`src/rtl/chase_steer.sv`:
```
// chase_steer: once per camera frame, samples the colour tracker's centroid
// column and radius, decides whether a target is present, and derives
// left/right motor duties that steer the chasebot toward the target. After
// LOST_FRAMES consecutive empty frames it spins to search. It also drives the
// two motor PWM outputs and their direction bits.
//
// Ports:
//   clk          system clock (pixel clock)
//   rst_in       synchronous reset, active-low
//   vsync        frame sync, same clock domain; the falling edge starts a sample
//   x_center     tracker centroid column
//   radius       tracker target radius
//   pwm_left     left motor PWM (registered)
//   pwm_right    right motor PWM (registered)
//   dir_left     left direction, 1 = forward (constant in this revision)
//   dir_right    right direction, 1 = forward (constant in this revision)
//   target_valid last sampled frame held a valid target
//   lost         search mode active
//   duty_left    left duty currently applied to the PWM
//   duty_right   right duty currently applied to the PWM
//
// Handshake: there is no valid/ready pair. A frame is requested by a vsync
// falling edge, and the result is always accepted: pending duties are written
// SETTLE+2 clocks after the fall and reach the PWM at the next PWM period start.
module chase_steer #(
  parameter int H_CENTER    = 512,
  parameter int H_ACTIVE    = 1024,
  parameter int MIN_RADIUS  = 4,
  parameter int STOP_RADIUS = 80,
  parameter int DEAD        = 16,
  parameter int STEER_SHIFT = 2,
  parameter int BASE_DUTY   = 160,
  parameter int SEARCH_DUTY = 96,
  parameter int LOST_FRAMES = 8,
  parameter int SETTLE      = 64,
  parameter int PWM_DIV     = 256
) (
  input  logic        clk,
  input  logic        rst_in,
  input  logic        vsync,
  input  logic [31:0] x_center,
  input  logic [23:0] radius,
  output logic        pwm_left,
  output logic        pwm_right,
  output logic        dir_left,
  output logic        dir_right,
  output logic        target_valid,
  output logic        lost,
  output logic [7:0]  duty_left,
  output logic [7:0]  duty_right
);

  localparam int SW = (SETTLE > 1) ? $clog2(SETTLE) : 1;
  localparam int PW = (PWM_DIV > 1) ? $clog2(PWM_DIV) : 1;
  localparam int LW = $clog2(LOST_FRAMES + 1);

  typedef enum logic [1:0] {S_IDLE, S_SETTLE, S_EVAL, S_APPLY} state_t;

  state_t          state_q, state_d;
  logic            vsync_q, vsync_d;
  logic [SW-1:0]   settle_q, settle_d;
  logic [10:0]     x_q, x_d;
  logic [23:0]     r_q, r_d;
  logic            valid_q, valid_d;
  logic            tv_q, tv_d;
  logic            lost_q, lost_d;
  logic [LW-1:0]   lcnt_q, lcnt_d;
  logic [7:0]      pend_l_q, pend_l_d, pend_r_q, pend_r_d;
  logic [7:0]      act_l_q, act_l_d, act_r_q, act_r_d;
  logic [PW-1:0]   pre_q, pre_d;
  logic [7:0]      pwm_cnt_q, pwm_cnt_d;
  logic            pwm_l_q, pwm_l_d, pwm_r_q, pwm_r_d;

  logic              fall;
  logic signed [11:0] err;
  logic [11:0]       err_abs;
  logic signed [11:0] steer;
  logic signed [10:0] base;
  logic signed [10:0] sum_l, sum_r;
  logic [LW-1:0]     lcnt_inc;
  logic              pre_wrap;

  function automatic logic [7:0] sat8(input logic signed [10:0] s);
    if (s < 11'sd0)        return 8'd0;
    else if (s > 11'sd255) return 8'd255;
    else                   return s[7:0];
  endfunction

  assign fall = vsync_q & ~vsync;

  // Steering math on the latched sample. x_q < 1024 for any valid frame, so a
  // 12-bit signed error cannot overflow.
  always_comb begin
    err     = $signed({1'b0, x_q}) - $signed(12'(H_CENTER));
    err_abs = err[11] ? 12'(-err) : 12'(err);
    steer   = (err_abs <= 12'(DEAD)) ? 12'sd0 : (err >>> STEER_SHIFT);
    base    = (r_q >= 24'(STOP_RADIUS)) ? 11'sd0 : $signed(11'(BASE_DUTY));
    sum_l   = base + $signed(steer[10:0]);
    sum_r   = base - $signed(steer[10:0]);
    lcnt_inc = (lcnt_q == LW'(LOST_FRAMES)) ? lcnt_q : lcnt_q + 1'b1;
  end

  always_comb begin
    state_d  = state_q;
    vsync_d  = vsync;
    settle_d = settle_q;
    x_d      = x_q;
    r_d      = r_q;
    valid_d  = valid_q;
    tv_d     = tv_q;
    lost_d   = lost_q;
    lcnt_d   = lcnt_q;
    pend_l_d = pend_l_q;
    pend_r_d = pend_r_q;

    case (state_q)
      S_IDLE: begin
        if (fall) begin
          state_d  = S_SETTLE;
          settle_d = '0;
        end
      end
      S_SETTLE: begin
        // A new frame edge during settling restarts the full wait.
        if (fall)                             settle_d = '0;
        else if (settle_q == SW'(SETTLE - 1)) state_d  = S_EVAL;
        else                                  settle_d = settle_q + 1'b1;
      end
      S_EVAL: begin
        x_d     = x_center[10:0];
        r_d     = radius;
        valid_d = (radius >= 24'(MIN_RADIUS)) && (x_center < 32'(H_ACTIVE));
        state_d = S_APPLY;
      end
      S_APPLY: begin
        if (valid_q) begin
          pend_l_d = sat8(sum_l);
          pend_r_d = sat8(sum_r);
          lcnt_d   = '0;
          lost_d   = 1'b0;
          tv_d     = 1'b1;
        end else begin
          tv_d   = 1'b0;
          lcnt_d = lcnt_inc;
          // Below the threshold the previous duties are simply held.
          if (lcnt_inc == LW'(LOST_FRAMES)) begin
            lost_d   = 1'b1;
            pend_l_d = 8'(SEARCH_DUTY);
            pend_r_d = 8'd0;
          end
        end
        state_d = S_IDLE;
      end
      default: state_d = S_IDLE;
    endcase
  end

  // PWM: active duties only change at the start of a PWM period, so a period
  // in progress always completes with the width it started with.
  always_comb begin
    pre_wrap  = (pre_q == PW'(PWM_DIV - 1));
    pre_d     = pre_wrap ? '0 : pre_q + 1'b1;
    pwm_cnt_d = pre_wrap ? pwm_cnt_q + 8'd1 : pwm_cnt_q;
    act_l_d   = act_l_q;
    act_r_d   = act_r_q;
    if (pre_wrap && (pwm_cnt_q == 8'hFF)) begin
      act_l_d = pend_l_q;
      act_r_d = pend_r_q;
    end
    pwm_l_d = (pwm_cnt_q < act_l_q);
    pwm_r_d = (pwm_cnt_q < act_r_q);
  end

  always_ff @(posedge clk) begin
    if (!rst_in) begin
      state_q   <= S_IDLE;
      vsync_q   <= 1'b1;
      settle_q  <= '0;
      x_q       <= '0;
      r_q       <= '0;
      valid_q   <= 1'b0;
      tv_q      <= 1'b0;
      lost_q    <= 1'b0;
      lcnt_q    <= '0;
      pend_l_q  <= '0;
      pend_r_q  <= '0;
      act_l_q   <= '0;
      act_r_q   <= '0;
      pre_q     <= '0;
      pwm_cnt_q <= '0;
      pwm_l_q   <= 1'b0;
      pwm_r_q   <= 1'b0;
    end else begin
      state_q   <= state_d;
      vsync_q   <= vsync_d;
      settle_q  <= settle_d;
      x_q       <= x_d;
      r_q       <= r_d;
      valid_q   <= valid_d;
      tv_q      <= tv_d;
      lost_q    <= lost_d;
      lcnt_q    <= lcnt_d;
      pend_l_q  <= pend_l_d;
      pend_r_q  <= pend_r_d;
      act_l_q   <= act_l_d;
      act_r_q   <= act_r_d;
      pre_q     <= pre_d;
      pwm_cnt_q <= pwm_cnt_d;
      pwm_l_q   <= pwm_l_d;
      pwm_r_q   <= pwm_r_d;
    end
  end

  assign pwm_left     = pwm_l_q;
  assign pwm_right    = pwm_r_q;
  assign dir_left     = 1'b1;
  assign dir_right    = 1'b1;
  assign target_valid = tv_q;
  assign lost         = lost_q;
  assign duty_left    = act_l_q;
  assign duty_right   = act_r_q;

endmodule

```
`config.mk`:
```
export PLATFORM = sky130hd
export DESIGN_NAME = chase_steer
export DESIGN_NICKNAME = d
export VERILOG_FILES = /design/src/rtl/chase_steer.sv
export SDC_FILE = /design/constraint.sdc
export NUM_CORES = 1
export LEC_CHECK = 0
export CELL_PAD_IN_SITES_DETAIL_PLACEMENT = 1
export CELL_PAD_IN_SITES_GLOBAL_PLACEMENT = 1
export CORE_ASPECT_RATIO = 1.4
export CORE_MARGIN = 5
export CORE_UTILIZATION = 30
export CTS_CLUSTER_DIAMETER = 100
export DETAILED_ROUTE_END_ITERATION = 7
export PLACE_DENSITY = 0.77
export SLEW_MARGIN = 20
export SYNTH_ARGS = -nofsm -noshare
export SYNTH_HDL_FRONTEND = slang
export SYNTH_SLANG_ARGS = --single-unit
```
`constraint.sdc`:
```
create_clock -name clk -period 3.14 [get_ports clk]
set_input_delay 0.628 -clock clk [delete_from_list [all_inputs] [get_ports clk]]
set_output_delay 0.628 -clock clk [all_outputs]
set_load 0.05 [all_outputs]
```
==> run_results.csv, run 1 <==
group,metric,value,unit
outcome,outcome,"finished clean",
timing,clock-skew-final,0.00635,ns
critical_path,endpoint_kind,"flip-flop",
clock_network,cts_tree,"built",
clock_network,clk_path_buf_depth,2,
synth,synth_commonest_cells,"dfxtp_1, nand2_1, nor2_1, a21oi_1",
critical_path,cp_max_fo,8,
floorplanning,core,16100,um^2
drt,totalWireLength,13300,um
floorplanning,start_util,30.5,%
drt,drc,0,
placement,numPortBuffers,76,
final_layout,final_area,6400,um^2
synth,async_flop_share,0,%
placement,place_area,6000,um^2
final_layout,fillCellCount,1939,
synth,synth-seq-cells,97,
grt,antenna_found_initial,0,
synth,synth_cell_types,63,
final_layout,syn2layout_area_growth,30.5,%
synth,synth_top_cell_area_share,39.6,%
run,max_cap_viol_count,0,
grt,grt_pass1_wl,22400,um
drt,viasPerCell,5.10,
timing,whs,0.458,ns
timing,finalHoldViolCount,0,
synth,synth_area,4910,um^2
final_layout,multiInputGateArea,2820,um^2
clock_network,hold_buffers,0,
worst_hold_path,hold_class,"reg -> reg",
placement,hpwl,10300,um
synth,synth_cells,567,
critical_path,cp.required,3.39,ns
timing,slew_violations,0,
floorplanning,die_w,118,um
synth,yosys_warnings,0,
synth,yosysMostFrequentCell,"dfxtp_1",
timing,slew_headroom,55.2,%
timing,period_share,96.4,%
grt,grt-ovfl-total,0,
final_layout,drive_above_1_share,10.5,%
critical_path,slowest_stage,"or3_1",
timing,fin_ws,0.112,ns
synth,syn_avg_cell_area,8.65,um^2
critical_path,critical-path-max-stage-delay,0.39,ns
timing,rsz0062_at_grt,"yes",
final_layout,nets,743,
drt,dr.first_iter.drc_count,127,
clock_network,numCtsBuffers,9,
power,p_leak,2.32,nW
floorplanning,rows,55,
final_layout,seq_area,1940,um^2
critical_path,crit_chain,"inv_1 > ha_4 > nand4b_4 > or2_4 > and2_4 > nand2_2 > ha_4 > inv_2 > or3_1 > o2111ai_2 > nor4b_2 > a21oi_2 > o32ai_4 > buf_12 > a221oi_1",
drt,vias,4359,
power,powerDensity,810,nW/um^2
clock_network,clkSinkCount,97,
placement,pre_cts_ws,-0.211,ns
drt,wl_per_cell,15.6,um
synth,ys_seq_area_share,39.6,%
synth,synthTopCellsByArea,"dfxtp_1, ha_1, mux2i_1, nand2_1, nor2_1",
placement,globalplace.congestion,0.841,
critical_path,critical-path-top-delay-family,"simple AND/OR/NAND/NOR gates",
critical_path,start_kind,"flip-flop",
drt,antenna_left,0,
critical_path,cp_common_cell,"ha_4",
final_layout,diodes,0,
floorplanning,pin_count,81,
clock_network,cts.htree.levels,3,
power,peakVddDrop,479,uV
synth,synth_top_flop_cell,"dfxtp_1",
timing,fin_crit,3.03,ns
critical_path,critical_path_class,"reg -> reg",
clock_network,insertion_delay,0.34,ns
drt,dr.pass1.iters,5,
synth,yosysTopAreaCell,"dfxtp_1",
synth,synth_edf_count,0,
critical_path,path_buf_inv,3,
timing,clock.fmax,330,MHz
grt,grt_pass1_vias,4727,
floorplanning,die_area,19100,um^2
clock_network,clkTransAtPathRegs,0.07,ns
clock_network,clockRootBuffer,"clkbuf_16",
critical_path,arrival,3.27,ns
grt,grt_usage,14.0,%
timing,tightest_slew,0.663,ns
floorplanning,die_h,161,um
grt,grt_max_degree,35,
timing,setup_viol_count_final,0,
-- worst register-to-register path, delay by kind of cell, from the launching register on --
kind / cells / cell delay (ns)
compound gates: 4 / 0.68
fa+ha+maj: 2 / 0.64
buf+inv: 3 / 0.28
flops: 1 / 0.34
simple gates: 6 / 1.00
-- layer usage --
layer | track usage [%] | routed length, um | vias to the layer above | share of wire, %
li1 | - | - | 2163 | -
met1 | 15.7 | 5580 | 2090 | 42
met2 | 25.8 | 7100 | 82 | 53
met3 | 2.59 | 306 | 24 | 2.3
met4 | 5.37 | 361 | 0 | 2.7
met5 | 0 | 0 | - | 0
-- final cells by class --
| class | instances | area share, % |
|---|---|---|
| clock buffer | 11 | 3.95 |
| sequential | 97 | 30.3 |
| clock inverter | 5 | 0.957 |
| inverter | 33 | 1.93 |
| tap | 199 | 3.89 |
| timing repair buffer | 98 | 14.8 |
| multi-input combinational | 412 | 44.1 |
-- power by group --
group	total [mW]	internal [mW]	switching, mW
clock	1.15	0.664	0.486
combinational	2.62	1.25	1.37
sequential	1.42	1.33	0.0912
total	5.19	3.24	1.95
-- metrics by stage --
stage / power (mW) / std cells / TNS [ns] / util (%)
2_1_floorplan: 3.06 / 568 / 0 / -
3_3_place_gp: 3.61 / 837 / 0 / 37.3
3_5_place_dp: 3.74 / 837 / -1.54 / 37.3
4_1_cts: 5.12 / 855 / 0 / 39.5
5_1_grt: 5.46 / 855 / -0.0881 / 39.8
6_report: 5.19 / 855 / 0 / 39.8
-- sequential cells by signal, indices dropped and copies added, names as in the netlist --
| name | flops |
|---|---|
| duty_left | 8 |
| duty_right | 8 |
| lcnt_q | 4 |
| lost | 1 |
| pend_l_q | 8 |
| pend_r_q | 8 |
| pre_q | 8 |
| pwm_cnt_q | 8 |
| pwm_left | 1 |
| pwm_right | 1 |
| r_q | 20 |
| settle_q | 6 |
| state_q | 2 |
| target_valid | 1 |
| valid_q | 1 |
| vsync_q | 1 |
| x_q | 11 |
-- kinds of logic (layout without fill, tap and decap cells) --
kind of cell             after synthesis  count (layout)  synth area share (%)
AO/OA/AOI/OAI                        114             114                  15.7
XOR/XNOR                              20              20                  3.57
adder cells (fa/ha/maj)               33              33                  8.41
buffers and inverters                 59             147                  5.05
flip-flops                            97              97                  39.6
multiplexers                          34              34                  6.96
other                                  1               2                0.0764
AND/OR/NAND/NOR                      209             209                  20.6
-- worst paths after layout --
path | depth (start not counted) | startpoint | end | slack [ns]
worst max register to register | 15 | x_q[9] | pend_r_q[4] | 0.11
worst max-delay path | 15 | x_q[9] | pend_r_q[4] | 0.11
worst min-delay path | 2 | pend_l_q[7] | pend_l_q[7] | 0.46
worst min register to register | 2 | pend_l_q[7] | pend_l_q[7] | 0.46
-- timing repair --
action                     4_1_cts  5_1_grt
setup buffers                    2        0
setup endpoints to repair        8       16
resized for setup                5       11
pin swaps                        2        2
cloned                           0        0
-- cell usage in the layout (no fill, tap or decap), types with 3 or more instances in the layout --
cell type	n
a211oi_1	4
a21o_1	10
a21oi_1	41
a221oi_1	5
a221oi_2	3
a31oi_1	3
a32oi_1	4
and2_1	4
and3_1	7
buf_4	20
clkbuf_16	9
clkdlybuf4s50_1	76
clkinvlp_4	3
dfxtp_1	96
ha_1	30
inv_1	31
mux2i_1	33
nand2_1	65
nand2b_1	6
nand3_1	10
nand4_1	9
nor2_1	62
nor3_1	9
nor4_1	12
o21ai_0	16
o21ai_1	6
or3_1	4
xnor2_1	7
xor2_1	13
Note: power is estimated with default switching activity, not from simulation.
==> run 2: changes to the inputs <==
--- a/config.mk
+++ b/config.mk
@@ -5,6 +5,7 @@
 export SDC_FILE = /design/constraint.sdc
 export NUM_CORES = 1
 export LEC_CHECK = 0
+export ABC_CLOCK_PERIOD_IN_PS = 3140
 export CELL_PAD_IN_SITES_DETAIL_PLACEMENT = 1
 export CELL_PAD_IN_SITES_GLOBAL_PLACEMENT = 1
 export CORE_ASPECT_RATIO = 1.4
@@ -13,7 +14,6 @@
 export CTS_CLUSTER_DIAMETER = 100
 export DETAILED_ROUTE_END_ITERATION = 7
 export PLACE_DENSITY = 0.77
-export SLEW_MARGIN = 20
 export SYNTH_ARGS = -nofsm -noshare
 export SYNTH_HDL_FRONTEND = slang
 export SYNTH_SLANG_ARGS = --single-unit
==> results of run 2 <==
Final layout, timing and power as in run 1 (identical DEF).
==> variant (flow settings as in run 1) <==
Make the reset (`rst_in`) asynchronous in one clocked block. Comments in the files are not updated.
--- a/src/rtl/chase_steer.sv
+++ b/src/rtl/chase_steer.sv
@@ -172,5 +172,5 @@
   end
 
-  always_ff @(posedge clk) begin
+  always_ff @(posedge clk or negedge rst_in) begin
     if (!rst_in) begin
       state_q   <= S_IDLE;
Function: no difference found for any inputs over 10 cycles, from zero or initial values and one cycle with rst_in low; that may be too few to reach the edited logic, so the function may still have changed.
==> variant against run 1 <==
  * Sequential power grew 33%
  * Synthesized area increased by 9.5%
  * Sequential share of layout area rose by 3.1 points
  * Utilization is 1.0 points higher
  * Clock power is 7% lower
  * Design area grew 13%
  * The run now ends with setup timing left
  * Worst setup slack worse by 0.60 ns
  * Power up 11%
  * Synthesized cell count down 10%
  * Global-route usage up 1.0 points
  * Sequential cell count unchanged
  * Wire length rose by 13%
==> variant: results (changes against run 1) <==
[yosys]
synth_commonest_cells=dfrtp_1 (96), nand2_1 (44), ha_1 (33)  ; was dfxtp_1 (97), nand2_1 (66), nor2_1 (62)
synth_compound_area_share_pct=15.5  ; was 15.7%
synthXorXnorAreaFrac_pct=3.58  ; was 3.57%
synthDistinctLibCells=74  ; was 63
yosys-mux-area-fraction_pct=7.50  ; was 6.96%
synth_ff_type=dfrtp_1  ; was dfxtp_1
async_flop_share_pct=100  ; was 0%
synth_area_leaders=dfrtp_1 (45%), ha_1 (7.7%), mux2_2 (6.3%)  ; was dfxtp_1 (40%), ha_1 (8.4%), mux2i_1 (6.7%)
synth_top_area_share_pct=44.7  ; was 39.6%

[global_routing]
grt_usage_pct=15.0  ; was 14.0%
grt_pass1_wl_mm=24.6  ; was 22.4 mm
grt_pass1_vias=4954  ; was 4,727
grt_max_degree=48  ; was 35

[min_path]
min-delay-path-class=in -> async  ; was reg -> reg

[worst_setup_path]
cpMaxStageDelayCell=or4_4  ; was or3_1
worstSetupEndpoint=pend_r_q[3]  ; was pend_r_q[4]
arrival_ns=3.85  ; was 3.27 ns
startpoint=x_q[0]  ; was x_q[9]

[layout]
n_fill_cell=1958  ; was 1,939
layout.nets=724  ; was 743

[power]
power.ir.vdd_worst_mv=0.355  ; was 0.479 mV
leakage_nw=3.10  ; was 2.32 nW

[timing]
finalClockSkew_ns=0.00617  ; was 0.00635 ns
slew_headroom_pct=57.5  ; was 55.2%
setup_viol=16  ; was 0
final.setup.worst_slack_ns=-0.485  ; was 0.112 ns

[routing]
drc=0  ; unchanged
drtIter0Drc=155  ; was 127
firstDrtPassIters=4  ; was 5

[run_status]
violations=setup timing
status=complete, but fails checks  ; was finished, final reports clean

[placed_design]
place.gp.congestion=0.842  ; was 0.841
hpwl_mm=11.8  ; was 10.3 mm

==> variant: cell types whose count changed after synthesis, sizes merged, moves of 16 or more <==
| cell | before | now |
|---|---|---|
| a21oi | 43 | 14 |
| dfrtp | 0 | 96 |
| dfxtp | 97 | 0 |
| mux2 | 1 | 34 |
| mux2i | 33 | 2 |
| nand2 | 66 | 44 |
| nor2 | 63 | 27 |
| o21ai | 22 | 38 |
==> variant: logic make-up (layout without fill, tap and decap cells) <==
| group | after synthesis | after routing |
|---|---|---|
| and+or+nand+nor | 150 | 151 |
| AOI/OAI and AO/OA | 112 | 112 |
| DFF | 97 | 97 |
| buffers and inverters | 57 | 181 |
| muxes | 36 | 36 |
| adders and majority gates | 33 | 33 |
| xor gates and xnor gates | 22 | 22 |
| other | 1 | 2 |
==> variant: timing repair <==
| item | CTS | global route |
|---|---|---|
| setup buffers | 4 | 4 |
| setup endpoints to repair | 16 | 16 |
| pin swaps | 17 | 11 |
| cloned | 1 | 0 |
| resized for setup | 17 | 9 |
| hold buffers | 0 | 0 |
==> variant: metrics by stage <==
step / setup WS [ns] / area [um2] / hold WS, ns / setup TNS, ns / cells
floorplan: -0.775 / 5490 / 0.332 / -9.83 / 509
global placement: -0.519 / 6750 / 0.460 / -7.04 / 852
detailed placement: -0.648 / 6750 / 0.484 / -9.37 / 852
CTS: -0.508 / 7170 / 0.313 / -7.41 / 870
global route: -0.605 / 7260 / 0.340 / -9.39 / 874
finish: -0.485 / 7260 / 0.305 / -6.87 / 874
==> variant: worst max-delay path: cells and delay by family, from the launching register on <==
kind,cells,cell delay [ns]
AO/OA/AOI/OAI,8,1.76
adder cells (fa/ha/maj),1,0.15
buffers and inverters,2,0.17
flip-flops,1,0.40
multiplexers,1,0.09
AND/OR/NAND/NOR,3,0.93
==> variant: power by group <==
group | total [mW] | switching [mW] | internal (mW)
clock | 1.07 | 0.446 | 0.625
combinational | 2.79 | 1.42 | 1.36
sequential | 1.89 | 0.282 | 1.61
==> variant: layout make-up <==
class / count / area [um2] / share of cell area (%)
Inverter: 32 / 136 / 1.88
Tap cell: 240 / 300 / 4.14
Sequential cell: 97 / 2430 / 33.5
Clock inverter: 3 / 43.8 / 0.604
Clock buffer: 10 / 239 / 3.29
Multi-Input combinational cell: 356 / 2900 / 39.9
Timing Repair Buffer: 136 / 1210 / 16.7
==> variant: per-layer routing <==
metal / vias to the layer above / global-route usage, % / wire length [um]
met2: 109 / 28.7 / 8370
met1: 2173 / 15.1 / 5510
met5: - / 0 / 0
met3: 31 / 2.96 / 660
li1: 2065 / - / -
met4: 0 / 6.89 / 499
